File: src/rtl/sram_bus_pkg.sv
// Shared types and constants for the 68000-to-SRAM bus-cycle responder.
// The state enum, SRAM sizing and the wait-counter width helper live here.
package sram_bus_pkg;

   typedef enum logic [1:0] {
      IDLE,
      SETUP,
      ACCESS,
      ACK
   } state_t;

   localparam int unsigned DEFAULT_ADDR_WIDTH = 17;
   localparam int unsigned SRAM_WORDS         = 2 ** DEFAULT_ADDR_WIDTH;
   localparam int unsigned MAX_WAIT_STATES    = 15;

   // A zero-wait build still needs a 1-bit counter
   function automatic int unsigned wait_cnt_width(input int unsigned ws);
      return (ws == 0) ? 1 : $clog2(ws + 1);
   endfunction

endpackage

File: src/rtl/sram_bus_responder_if.sv
// CPU-side and SRAM-side bus signals of the responder.
// The slave modport is the responder's view; master is the CPU/SRAM side.
interface sram_bus_responder_if
   import sram_bus_pkg::*;
#(
   parameter int unsigned ADDR_WIDTH = DEFAULT_ADDR_WIDTH
);
   logic                  SRamSelect_H;
   logic                  AS_L;
   logic                  UDS_L;
   logic                  LDS_L;
   logic                  RW;
   logic [ADDR_WIDTH-1:0] Address;
   logic [15:0]           CpuDataIn;
   logic [15:0]           CpuDataOut;
   logic                  CpuDataOutEnable_H;
   logic                  DTACK_L;
   logic [ADDR_WIDTH-1:0] SRam_Addr;
   logic [15:0]           SRam_DataOut;
   logic                  SRam_DataOutEnable_H;
   logic [15:0]           SRam_DataIn;
   logic                  SRam_CE_L;
   logic                  SRam_OE_L;
   logic                  SRam_WE_L;
   logic                  SRam_UB_L;
   logic                  SRam_LB_L;
   logic                  Busy_H;

   modport slave (
      input  SRamSelect_H, AS_L, UDS_L, LDS_L, RW, Address, CpuDataIn, SRam_DataIn,
      output CpuDataOut, CpuDataOutEnable_H, DTACK_L, SRam_Addr, SRam_DataOut,
             SRam_DataOutEnable_H, SRam_CE_L, SRam_OE_L, SRam_WE_L, SRam_UB_L,
             SRam_LB_L, Busy_H
   );

   modport master (
      output SRamSelect_H, AS_L, UDS_L, LDS_L, RW, Address, CpuDataIn, SRam_DataIn,
      input  CpuDataOut, CpuDataOutEnable_H, DTACK_L, SRam_Addr, SRam_DataOut,
             SRam_DataOutEnable_H, SRam_CE_L, SRam_OE_L, SRam_WE_L, SRam_UB_L,
             SRam_LB_L, Busy_H
   );

endinterface

File: src/rtl/sram_bus_responder_wait_counter.sv
// Wait-state counter for the ACCESS phase: loads WAIT_STATES, counts down,
// and flags zero so the FSM knows the access phase is on its last cycle.
module sram_wait_counter
   import sram_bus_pkg::*;
#(
   parameter int unsigned WAIT_STATES = 2
)(
   input  logic Clk,
   input  logic Reset_H,
   input  logic i_load,
   input  logic i_dec,
   output logic o_zero
);
   localparam int unsigned CW = wait_cnt_width(WAIT_STATES);

   logic [CW-1:0] r_count;

   always_ff @(posedge Clk) begin
      if (Reset_H) begin
         r_count <= '0;
      end else if (i_load) begin
         r_count <= CW'(WAIT_STATES);
      end else if (i_dec && (r_count != '0)) begin
         r_count <= r_count - CW'(1);
      end
   end

   assign o_zero = (r_count == '0);

endmodule

File: src/rtl/sram_bus_responder.sv
// 68000 bus-cycle responder for the external SRAM: sequences CE/OE/WE/UB/LB
// with programmable wait states, captures read data and returns DTACK_L.
module sram_bus_responder
   import sram_bus_pkg::*;
#(
   parameter int unsigned ADDR_WIDTH  = 17,
   parameter int unsigned WAIT_STATES = 2
)(
   input  logic                 Clk,
   input  logic                 Reset_H,
   sram_bus_responder_if.slave  bus
);
   state_t                r_state, w_next;
   logic                  r_rw;
   logic [ADDR_WIDTH-1:0] r_addr;
   logic [15:0]           r_wdata, r_rdata;
   logic                  r_ce_l, r_oe_l, r_we_l, r_ub_l, r_lb_l;
   logic                  r_sdoe, r_cdoe, r_dtack_l, r_busy;

   logic w_req, w_latch, w_capture, w_zero;
   logic w_ce_l, w_oe_l, w_we_l, w_ub_l, w_lb_l, w_sdoe, w_cdoe, w_dtack_l;

   assign w_req = bus.SRamSelect_H & ~bus.AS_L & (~bus.UDS_L | ~bus.LDS_L);

   sram_wait_counter #(.WAIT_STATES(WAIT_STATES)) u_wait (
      .Clk     (Clk),
      .Reset_H (Reset_H),
      .i_load  (r_state == SETUP),
      .i_dec   (r_state == ACCESS),
      .o_zero  (w_zero)
   );

   // Outputs are computed for the state being entered, then registered
   always_comb begin
      w_next    = r_state;
      w_latch   = 1'b0;
      w_capture = 1'b0;
      w_ce_l    = 1'b1;
      w_oe_l    = 1'b1;
      w_we_l    = 1'b1;
      w_ub_l    = 1'b1;
      w_lb_l    = 1'b1;
      w_sdoe    = 1'b0;
      w_cdoe    = 1'b0;
      w_dtack_l = 1'b1;
      unique case (r_state)
         IDLE: begin
            if (w_req) begin
               w_next  = SETUP;
               w_latch = 1'b1;
               w_ce_l  = 1'b0;
               w_ub_l  = bus.UDS_L;
               w_lb_l  = bus.LDS_L;
               w_oe_l  = ~bus.RW;
               w_sdoe  = ~bus.RW;
            end
         end
         SETUP, ACCESS, ACK: begin
            if (bus.AS_L) begin
               w_next = IDLE;
            end else begin
               w_ce_l = 1'b0;
               w_ub_l = r_ub_l;
               w_lb_l = r_lb_l;
               w_oe_l = ~r_rw;
               w_sdoe = ~r_rw;
               if (r_state == SETUP) begin
                  w_next = ACCESS;
                  w_we_l = r_rw;
               end else if (r_state == ACCESS && !w_zero) begin
                  w_we_l = r_rw;
               end else begin
                  // Last access edge or holding in ACK: WE rises, DTACK asserts
                  w_next    = ACK;
                  w_capture = r_rw && (r_state == ACCESS);
                  w_dtack_l = 1'b0;
                  w_cdoe    = r_rw;
               end
            end
         end
         default: w_next = IDLE;
      endcase
   end

   always_ff @(posedge Clk) begin
      if (Reset_H) begin
         r_state   <= IDLE;
         r_rw      <= 1'b1;
         r_addr    <= '0;
         r_wdata   <= '0;
         r_rdata   <= '0;
         r_ce_l    <= 1'b1;
         r_oe_l    <= 1'b1;
         r_we_l    <= 1'b1;
         r_ub_l    <= 1'b1;
         r_lb_l    <= 1'b1;
         r_sdoe    <= 1'b0;
         r_cdoe    <= 1'b0;
         r_dtack_l <= 1'b1;
         r_busy    <= 1'b0;
      end else begin
         r_state   <= w_next;
         r_ce_l    <= w_ce_l;
         r_oe_l    <= w_oe_l;
         r_we_l    <= w_we_l;
         r_ub_l    <= w_ub_l;
         r_lb_l    <= w_lb_l;
         r_sdoe    <= w_sdoe;
         r_cdoe    <= w_cdoe;
         r_dtack_l <= w_dtack_l;
         r_busy    <= (w_next != IDLE);
         if (w_latch) begin
            r_rw    <= bus.RW;
            r_addr  <= bus.Address;
            r_wdata <= bus.CpuDataIn;
         end
         if (w_capture) begin
            r_rdata <= bus.SRam_DataIn;
         end
      end
   end

   assign bus.CpuDataOut           = r_rdata;
   assign bus.CpuDataOutEnable_H   = r_cdoe;
   assign bus.DTACK_L              = r_dtack_l;
   assign bus.SRam_Addr            = r_addr;
   assign bus.SRam_DataOut         = r_wdata;
   assign bus.SRam_DataOutEnable_H = r_sdoe;
   assign bus.SRam_CE_L            = r_ce_l;
   assign bus.SRam_OE_L            = r_oe_l;
   assign bus.SRam_WE_L            = r_we_l;
   assign bus.SRam_UB_L            = r_ub_l;
   assign bus.SRam_LB_L            = r_lb_l;
   assign bus.Busy_H               = r_busy;

endmodule

File: src/flat_wrapper.sv
// flat-port wrapper written by rule: the top's interface ports become plain ports
module sram_bus_responder_flat import sram_bus_pkg::*;
#(
   parameter int unsigned ADDR_WIDTH  = 17,
   parameter int unsigned WAIT_STATES = 2
)
  (Clk, Reset_H, bus_SRamSelect_H, bus_AS_L, bus_UDS_L, bus_LDS_L, bus_RW, bus_Address, bus_CpuDataIn, bus_SRam_DataIn, bus_CpuDataOut, bus_CpuDataOutEnable_H, bus_DTACK_L, bus_SRam_Addr, bus_SRam_DataOut, bus_SRam_DataOutEnable_H, bus_SRam_CE_L, bus_SRam_OE_L, bus_SRam_WE_L, bus_SRam_UB_L, bus_SRam_LB_L, bus_Busy_H);
  sram_bus_responder_if #(.ADDR_WIDTH(ADDR_WIDTH)) bus_i ();
  input  logic Clk;
  input  logic Reset_H;
  input wire logic [$bits(bus_i.SRamSelect_H)-1:0] bus_SRamSelect_H;
  input wire logic [$bits(bus_i.AS_L)-1:0] bus_AS_L;
  input wire logic [$bits(bus_i.UDS_L)-1:0] bus_UDS_L;
  input wire logic [$bits(bus_i.LDS_L)-1:0] bus_LDS_L;
  input wire logic [$bits(bus_i.RW)-1:0] bus_RW;
  input wire logic [$bits(bus_i.Address)-1:0] bus_Address;
  input wire logic [$bits(bus_i.CpuDataIn)-1:0] bus_CpuDataIn;
  input wire logic [$bits(bus_i.SRam_DataIn)-1:0] bus_SRam_DataIn;
  output wire logic [$bits(bus_i.CpuDataOut)-1:0] bus_CpuDataOut;
  output wire logic [$bits(bus_i.CpuDataOutEnable_H)-1:0] bus_CpuDataOutEnable_H;
  output wire logic [$bits(bus_i.DTACK_L)-1:0] bus_DTACK_L;
  output wire logic [$bits(bus_i.SRam_Addr)-1:0] bus_SRam_Addr;
  output wire logic [$bits(bus_i.SRam_DataOut)-1:0] bus_SRam_DataOut;
  output wire logic [$bits(bus_i.SRam_DataOutEnable_H)-1:0] bus_SRam_DataOutEnable_H;
  output wire logic [$bits(bus_i.SRam_CE_L)-1:0] bus_SRam_CE_L;
  output wire logic [$bits(bus_i.SRam_OE_L)-1:0] bus_SRam_OE_L;
  output wire logic [$bits(bus_i.SRam_WE_L)-1:0] bus_SRam_WE_L;
  output wire logic [$bits(bus_i.SRam_UB_L)-1:0] bus_SRam_UB_L;
  output wire logic [$bits(bus_i.SRam_LB_L)-1:0] bus_SRam_LB_L;
  output wire logic [$bits(bus_i.Busy_H)-1:0] bus_Busy_H;
  assign bus_i.SRamSelect_H = bus_SRamSelect_H;
  assign bus_i.AS_L = bus_AS_L;
  assign bus_i.UDS_L = bus_UDS_L;
  assign bus_i.LDS_L = bus_LDS_L;
  assign bus_i.RW = bus_RW;
  assign bus_i.Address = bus_Address;
  assign bus_i.CpuDataIn = bus_CpuDataIn;
  assign bus_i.SRam_DataIn = bus_SRam_DataIn;
  assign bus_CpuDataOut = bus_i.CpuDataOut;
  assign bus_CpuDataOutEnable_H = bus_i.CpuDataOutEnable_H;
  assign bus_DTACK_L = bus_i.DTACK_L;
  assign bus_SRam_Addr = bus_i.SRam_Addr;
  assign bus_SRam_DataOut = bus_i.SRam_DataOut;
  assign bus_SRam_DataOutEnable_H = bus_i.SRam_DataOutEnable_H;
  assign bus_SRam_CE_L = bus_i.SRam_CE_L;
  assign bus_SRam_OE_L = bus_i.SRam_OE_L;
  assign bus_SRam_WE_L = bus_i.SRam_WE_L;
  assign bus_SRam_UB_L = bus_i.SRam_UB_L;
  assign bus_SRam_LB_L = bus_i.SRam_LB_L;
  assign bus_Busy_H = bus_i.Busy_H;
  sram_bus_responder #(.ADDR_WIDTH(ADDR_WIDTH), .WAIT_STATES(WAIT_STATES)) u_core (.Clk(Clk), .Reset_H(Reset_H), .bus(bus_i));
endmodule
File: config.mk
export PLATFORM = sky130hd
export DESIGN_NAME = sram_bus_responder_flat
export DESIGN_NICKNAME = d
export VERILOG_FILES = /design/src/rtl/sram_bus_pkg.sv /design/src/rtl/sram_bus_responder_if.sv /design/src/rtl/sram_bus_responder_wait_counter.sv /design/src/rtl/sram_bus_responder.sv /design/src/flat_wrapper.sv
export SDC_FILE = /design/constraint.sdc
export NUM_CORES = 1
export LEC_CHECK = 0
export ABC_AREA = 1
export BUFFER_PORTS_ARGS = -buffer_cell sky130_fd_sc_hd__buf_4
export CAP_MARGIN = 0
export CORE_ASPECT_RATIO = 0.75
export CORE_MARGIN = 3
export CORE_UTILIZATION = 45
export CTS_CLUSTER_SIZE = 28
export DETAILED_ROUTE_END_ITERATION = 6
export GPL_ROUTABILITY_DRIVEN = 1
export PLACE_DENSITY = 0.83
export SYNTH_ARGS = -nofsm -noshare
export SYNTH_HDL_FRONTEND = slang
export SYNTH_SLANG_ARGS = --single-unit
export TNS_END_PERCENT = 20
File: constraint.sdc
create_clock -name Clk -period 1.3 [get_ports Clk]
set_input_delay 0.13 -clock Clk [delete_from_list [all_inputs] [get_ports Clk]]
set_output_delay 0.13 -clock Clk [all_outputs]
set_load 0.02 [all_outputs]
[After elaboration in Yosys (flattened, before gate mapping)]
Cells that the tools add are included.
Word-level totals
  register bits after elaboration: 63
  logic and storage cells: 74
  output and inout port bits: 58
  input bits: 56
Operators by class
  add/subtract/negate cells: 1
  bitwise logic cells: 9
  multiplexer cells: 30
  reductions and logical operators: 14
  equality and inequality tests: 4
Operator list (number)
  1-bit two-way mux: 18
  2-bit two-way mux: 6
  1-bit case mux with 2 select lines: 5
  1-bit NOT: 6
  2-bit nonzero test: 3
  3-bit OR reduction: 2
  5-bit OR reduction: 1
  2-bit == test, second input constant: 2
  2-bit zero test: 2
  2-bit case mux with 2 select lines: 1
  4-bit OR reduction: 1
  1-bit logical AND: 3
  1-bit bitwise AND: 2
  2-bit by 1-bit == test with 1-bit output, second input constant: 1
  2-bit != test, second input constant: 1
  2-bit OR reduction: 1
  2-bit by 1-bit subtractor with 2-bit output, second input constant: 1
  1-bit zero test: 1
  1-bit OR: 1

[Logic depth before layout (Yosys ltp)]
  word-level depth: 8
  depth in mapped cells: 7
  gate-level depth less buffers: 7

[Hierarchy]
From an unflattened synthesis, not the netlist that was laid out.
Unflattened totals
  cells, all modules: 391
  area total of the unflattened synthesis: 2628.8 um^2
Modules (own cells, without submodules)
  sram_bus_responder: area each 2511.2 um^2, cells each 372, instances 1
  sram_wait_counter: area each 117.6 um^2, cells each 19, instances 1

[Worst setup path after synthesis]
OpenSTA, ideal clock, no wires.
  kind: reg-to-reg
  from: register u_core.u_wait.r_count[0]
  to: register u_core.r_rdata[10], in the netlist u_core.bus.CpuDataOut[10]
  slack: 0.186 ns
  data arrival time: 1.001 ns
  setup time: 0.113 ns
  stages on the path, launching flop included: 7
  path buffers: 1
  clock period less this slack: 1.114 ns
  cell sequence: dfxtp_1 > inv_1 > ha_1 > nand4_4 > buf_2 > nor2_1 > nor2_1
On the way
  cells in the longest elaborated chain, start to end: 7
Ends and longest elaborated chain
  from (decl): RTL line sram_bus_responder_wait_counter.sv:16  | logic [CW-1:0] r_count;
  from (signal assigned): RTL line sram_bus_responder_wait_counter.sv:22  | r_count <= CW'(WAIT_STATES);
  from (signal assigned): RTL line sram_bus_responder_wait_counter.sv:24  | r_count <= r_count - CW'(1);
  2-bit zero test: RTL line sram_bus_responder_wait_counter.sv:28  | assign o_zero = (r_count == '0);
  1-bit zero test: RTL line sram_bus_responder.sv:70  | end else if (r_state == ACCESS && !w_zero) begin
  1-bit logical AND: RTL line sram_bus_responder.sv:70
  1-bit two-way mux: RTL line sram_bus_responder.sv:70
  1-bit two-way mux: RTL line sram_bus_responder.sv:67  | if (r_state == SETUP) begin
  1-bit two-way mux: RTL line sram_bus_responder.sv:59  | if (bus.AS_L) begin
  1-bit two-way mux: RTL line sram_bus_responder.sv:46  | unique case (r_state)
  to (signal assigned): RTL line sram_bus_responder.sv:118  | r_rdata <= bus.SRam_DataIn;
  to (decl): RTL line sram_bus_responder.sv:16  | logic [15:0] r_wdata, r_rdata;
No other way between the ends.
A chain may end at the register's enable or synchronous reset.

[Worst setup path in the final report]
  from: register u_core.u_wait.r_count[0]
  to: register u_core.r_cdoe, in the netlist u_core.bus.CpuDataOutEnable_H
On the way
  cells in the longest elaborated chain, start to end: 4
Ends and longest elaborated chain
  2-bit zero test: RTL line sram_bus_responder_wait_counter.sv:28
  1-bit zero test: RTL line sram_bus_responder.sv:70
  1-bit logical AND: RTL line sram_bus_responder.sv:70
  5-bit OR reduction (no line)
  to (signal assigned): RTL line sram_bus_responder.sv:109  | r_cdoe <= w_cdoe;
  to (decl): RTL line sram_bus_responder.sv:18  | logic r_sdoe, r_cdoe, r_dtack_l, r_busy;
No other way between the ends.

==> metrics.log <==
[metrics] mux share of post-synthesis cell area: 0%
[metrics] Inserted Clock Buffers: 9
[metrics] share of synthesized area occupied by flip-flops and latches: 53.45%
[metrics] unrepaired setup endpoints after global routing: no
[metrics] Ys Warns: 0
[metrics] aggregate routed wire length: 5.828 mm
[metrics] Post-route DRC: 0
[metrics] clock sinks: 63
[metrics] R2R setup slack: 0.14 ns
[metrics] worst-skew pair later-pin latency: 0.34 ns
[metrics] number of max-slew violations in the final report: 0
[metrics] Power Density: 1183 nW/µm²
[metrics] adder-cell area share of the yosys netlist: 0.5302%
[metrics] fraction of the cycle the final worst path needs: 89.61%
[metrics] height of the die: 68.72 µm
[metrics] worst rel slew slack: 76.17%
[metrics] reported net switching power: 1.026 mW
[metrics] final setup vio count: 0
[metrics] Clk network pwr share: 36.7%
[metrics] share of layout cells above drive strength 1: 32.79%
[metrics] critical path startpoint category: flop
[metrics] initial antenna violation count: 0
[metrics] final period demand of the worst path: 1.165 ns
[metrics] number of standard cells after synthesis: 309
[metrics] buffers added on ports: 113
[metrics] power share of the combinational group: 13.2%
[metrics] # diodes: 0
[metrics] fin util: 69.11%
[metrics] maximum number of pins on one net before global-route repair: 35
[metrics] synthesized-area fraction occupied by and/or/nand/nor cells: 26.67%
[metrics] CTS clock-pin slew for the worst setup and hold paths: 0.07 ns
[metrics] Max Fanout on Critical Path: 4
[metrics] placer congestion estimate: 0.7787
[metrics] max-capacitance violation count: 0
[metrics] cell at the root of the clock tree: sky130_fd_sc_hd__clkbuf_8
[metrics] maximum vdd ir drop: 0.8415 mV
[metrics] part of the total power dissipated in sequential elements: 50.1%
[metrics] clock skew after layout: 0.006823 ns
[metrics] post-route setup slack: 0.1351 ns
[metrics] overall global routing resource usage: 19.41%
[metrics] Max Clock Freq: 0.8585 GHz
[metrics] combinational family with the most area after synthesis: simple AND/OR/NAND/NOR gates
[metrics] flip-flop and latch count after synthesis: 63
[metrics] number of different library cells in the post-synthesis netlist: 19
[metrics] Filler cells: 405
[metrics] vias per inst: 4.568
[metrics] placement row count: 22
[metrics] DRC violation total after the first TritonRoute iteration: 91
[metrics] number of nets at the end of the flow: 482
[metrics] Required @ worst endpoint: 1.57 ns
[metrics] Syn Area/Cell: 7.637 µm²
[metrics] static leakage: 1.691 nW
[metrics] first-pass GRT wire length: 8.887 mm
[metrics] Mapped Nets: 366
[metrics] clock tree from TritonCTS: done
[metrics] DP HPWL: 4.324 mm
[metrics] summed negative setup slack over all endpoints: 0 ns
[metrics] wire per inst: 11.61 µm
[metrics] compound-gate portion of the synthesized area: 9.226%
[metrics] pre-CTS setup slack: 0.1237 ns
[metrics] synth-to-layout area growth: 45.92%
[metrics] Clock H-tree levels: 3
[metrics] result of the run: completed
[metrics] initial cell density of the core: 47.36%
[metrics] Post-CTS Setup Repair Bufs: 0
[metrics] Cell Int Power: 3.049 mW
[metrics] Syn Std Cell Area: 2360 µm²
[metrics] via count of the routed design: 2293
[metrics] hold violation count in the final report: 0
[metrics] class of the tightest hold or removal check: in2reg
[metrics] antenna violation net count after detailed routing: 0
[metrics] Post-Layout Inst Area: 3443 µm²
[metrics] synthesized-area fraction occupied by xor and xnor cells: 0%
[metrics] count of pins on the block boundary: 114
[metrics] count of TritonRoute iterations in the first routing pass: 4
[metrics] placed standard-cell area: 3256 µm²
[metrics] core box area: 4982 µm²
[metrics] nature of the critical path endpoint: flop
[metrics] Worst-Margin Slew: 0.3575 ns
[metrics] type of the setup path with the least slack: reg2reg
[metrics] total die area: 6158 µm²
[metrics] overall overflow remaining after global route: 0
[metrics] vias in the first global route: 2093
[metrics] width of the die: 89.62 µm
[metrics] Clock Path Buffers: 2
[metrics] switch share: 25.19%
[metrics] critical path arrival: 1.43 ns
==> cell families after synthesis <==
family	after synthesis
buffers and inverters	44
AND/OR/NAND/NOR	158
AO/OA/AOI/OAI	43
flip-flops	63
adder cells (fa/ha/maj)	1
==> placed cells by master, fill, tap and decap left out <==
master                          netlist  layout
sky130_fd_sc_hd__a21oi_1             37      37
sky130_fd_sc_hd__buf_12               0       3
sky130_fd_sc_hd__buf_4                0     117
sky130_fd_sc_hd__clkbuf_1             3       1
sky130_fd_sc_hd__clkbuf_8             0      11
sky130_fd_sc_hd__clkinv_2             1       5
sky130_fd_sc_hd__dfxtp_1             63      63
sky130_fd_sc_hd__dlygate4sd3_1        0       1
sky130_fd_sc_hd__ha_2                 0       1
sky130_fd_sc_hd__inv_1               27      27
sky130_fd_sc_hd__nand2_1            106     106
sky130_fd_sc_hd__nand3_1              3       3
sky130_fd_sc_hd__nand3_2              1       1
sky130_fd_sc_hd__nand4_1              1       1
sky130_fd_sc_hd__nand4_4              1       1
sky130_fd_sc_hd__nor2_1              43      43
sky130_fd_sc_hd__nor2_2               2       2
sky130_fd_sc_hd__nor3_1               1       1
sky130_fd_sc_hd__o21ai_0              3       3
sky130_fd_sc_hd__o21ai_1              2       2
sky130_fd_sc_hd__o21bai_1             1       1
==> path summary, 6_finish.rpt <==
check	startpoint	to	cells after the start
max reg2reg	u_core.u_wait.r_count[0]	u_core.bus.CpuDataOutEnable_H	6
max	u_core.u_wait.r_count[0]	u_core.bus.CpuDataOutEnable_H	6
min reg2reg	u_core.bus.SRam_DataOut[0]	u_core.bus.SRam_DataOut[0]	2
min	bus_SRam_DataIn[3]	u_core.bus.CpuDataOut[3]	3
==> per-layer routing <==
| layer | up-vias | GRT usage, % | part of all wire (%) |
|---|---|---|---|
| met4 | 0 | 10.04 | 1.8 |
| met5 | - | 0 | 0 |
| met1 | 999 | 21.15 | 41 |
| li1 | 1180 | - | - |
| met2 | 104 | 30.75 | 44 |
| met3 | 10 | 10.33 | 13 |
==> cell usage after synthesis <==
library cell               number  area (µm²)
sky130_fd_sc_hd__buf_6          9       101.4
sky130_fd_sc_hd__nor2_1        43       161.4
sky130_fd_sc_hd__nor3_1         1       5.000
sky130_fd_sc_hd__dfxtp_1       63        1261
sky130_fd_sc_hd__o21ai_0        3       15.01
sky130_fd_sc_hd__buf_2          4       20.02
sky130_fd_sc_hd__o21bai_1       1       7.510
sky130_fd_sc_hd__nand3_1        3       15.01
sky130_fd_sc_hd__nand3_2        1       10.01
sky130_fd_sc_hd__o21ai_1        2       10.01
sky130_fd_sc_hd__nor2_2         2       12.51
sky130_fd_sc_hd__clkinv_2       1       5.000
sky130_fd_sc_hd__nand4_1        1       6.260
sky130_fd_sc_hd__ha_1           1       12.51
sky130_fd_sc_hd__nand4_4        1       21.27
sky130_fd_sc_hd__clkbuf_1       3       11.26
sky130_fd_sc_hd__a21oi_1       37       185.2
sky130_fd_sc_hd__nand2_1      106       397.9
sky130_fd_sc_hd__inv_1         27       101.4
==> power groups by stage <==
stage | Clock [mW] | Sequential (mW) | Combinational [mW]
2_1_floorplan | 0 | 2.16 | 0.194
3_3_place_gp | 0 | 2.08 | 0.531
6_report | 1.49 | 2.04 | 0.539
5_1_grt | 1.62 | 2.05 | 0.592
4_1_cts | 1.54 | 2.04 | 0.543
3_5_place_dp | 0 | 2.08 | 0.540
==> critical path, stage by stage (launching register included) <==
cell	delay, ns
sky130_fd_sc_hd__dfxtp_1	0.30
sky130_fd_sc_hd__inv_1	0.09
sky130_fd_sc_hd__ha_2	0.21
sky130_fd_sc_hd__inv_1	0.06
sky130_fd_sc_hd__nand2_1	0.12
sky130_fd_sc_hd__nand4_1	0.19
sky130_fd_sc_hd__nor2_1	0.14
==> through the flow <==
stage / instances / hold WS (ns) / total power [mW]
6_report: 502 / 0.02187 / 4.075
5_1_grt: 502 / 0.01975 / 4.259
4_1_cts: 502 / 0.002911 / 4.124
3_5_place_dp: 485 / 0.3588 / 2.624
3_3_place_gp: 485 / 0.3532 / 2.613
2_1_floorplan: 309 / 0.2649 / 2.353
==> sequential cells by signal, summed over array words and instances, names as in the netlist <==
register / count
u_core.bus.CpuDataOutEnable_H: 1
u_core.bus.CpuDataOut: 16
u_core.bus.SRam_DataOut: 16
u_core.bus.SRam_UB_L: 1
u_core.bus.DTACK_L: 1
u_core.bus.SRam_CE_L: 1
u_core.bus.SRam_DataOutEnable_H: 1
u_core.bus.SRam_WE_L: 1
u_core.bus.Busy_H: 1
u_core.r_state: 2
u_core.u_wait.r_count: 2
u_core.bus.SRam_Addr: 17
u_core.bus.SRam_LB_L: 1
u_core.r_rw: 1
u_core.bus.SRam_OE_L: 1
==> repair_timing <==
item	4_1_cts	5_1_grt
endpoints found under the hold margin	1	0
hold buffers	1	0
resized for setup	0	1
endpoints found under the setup margin	0	2
==> area by class of cell <==
cell class / count / area (µm²) / area share, %
sequential: 63 / 1261 / 36.63
timing repair buffer: 121 / 948.4 / 27.54
multi-input combinational: 202 / 862.1 / 25.04
clock buffer: 12 / 155.1 / 4.506
inverter: 28 / 106.4 / 3.089
tap: 72 / 90.09 / 2.616
clock inverter: 4 / 20.02 / 0.5814
Power figures use the tool's default switching activity.
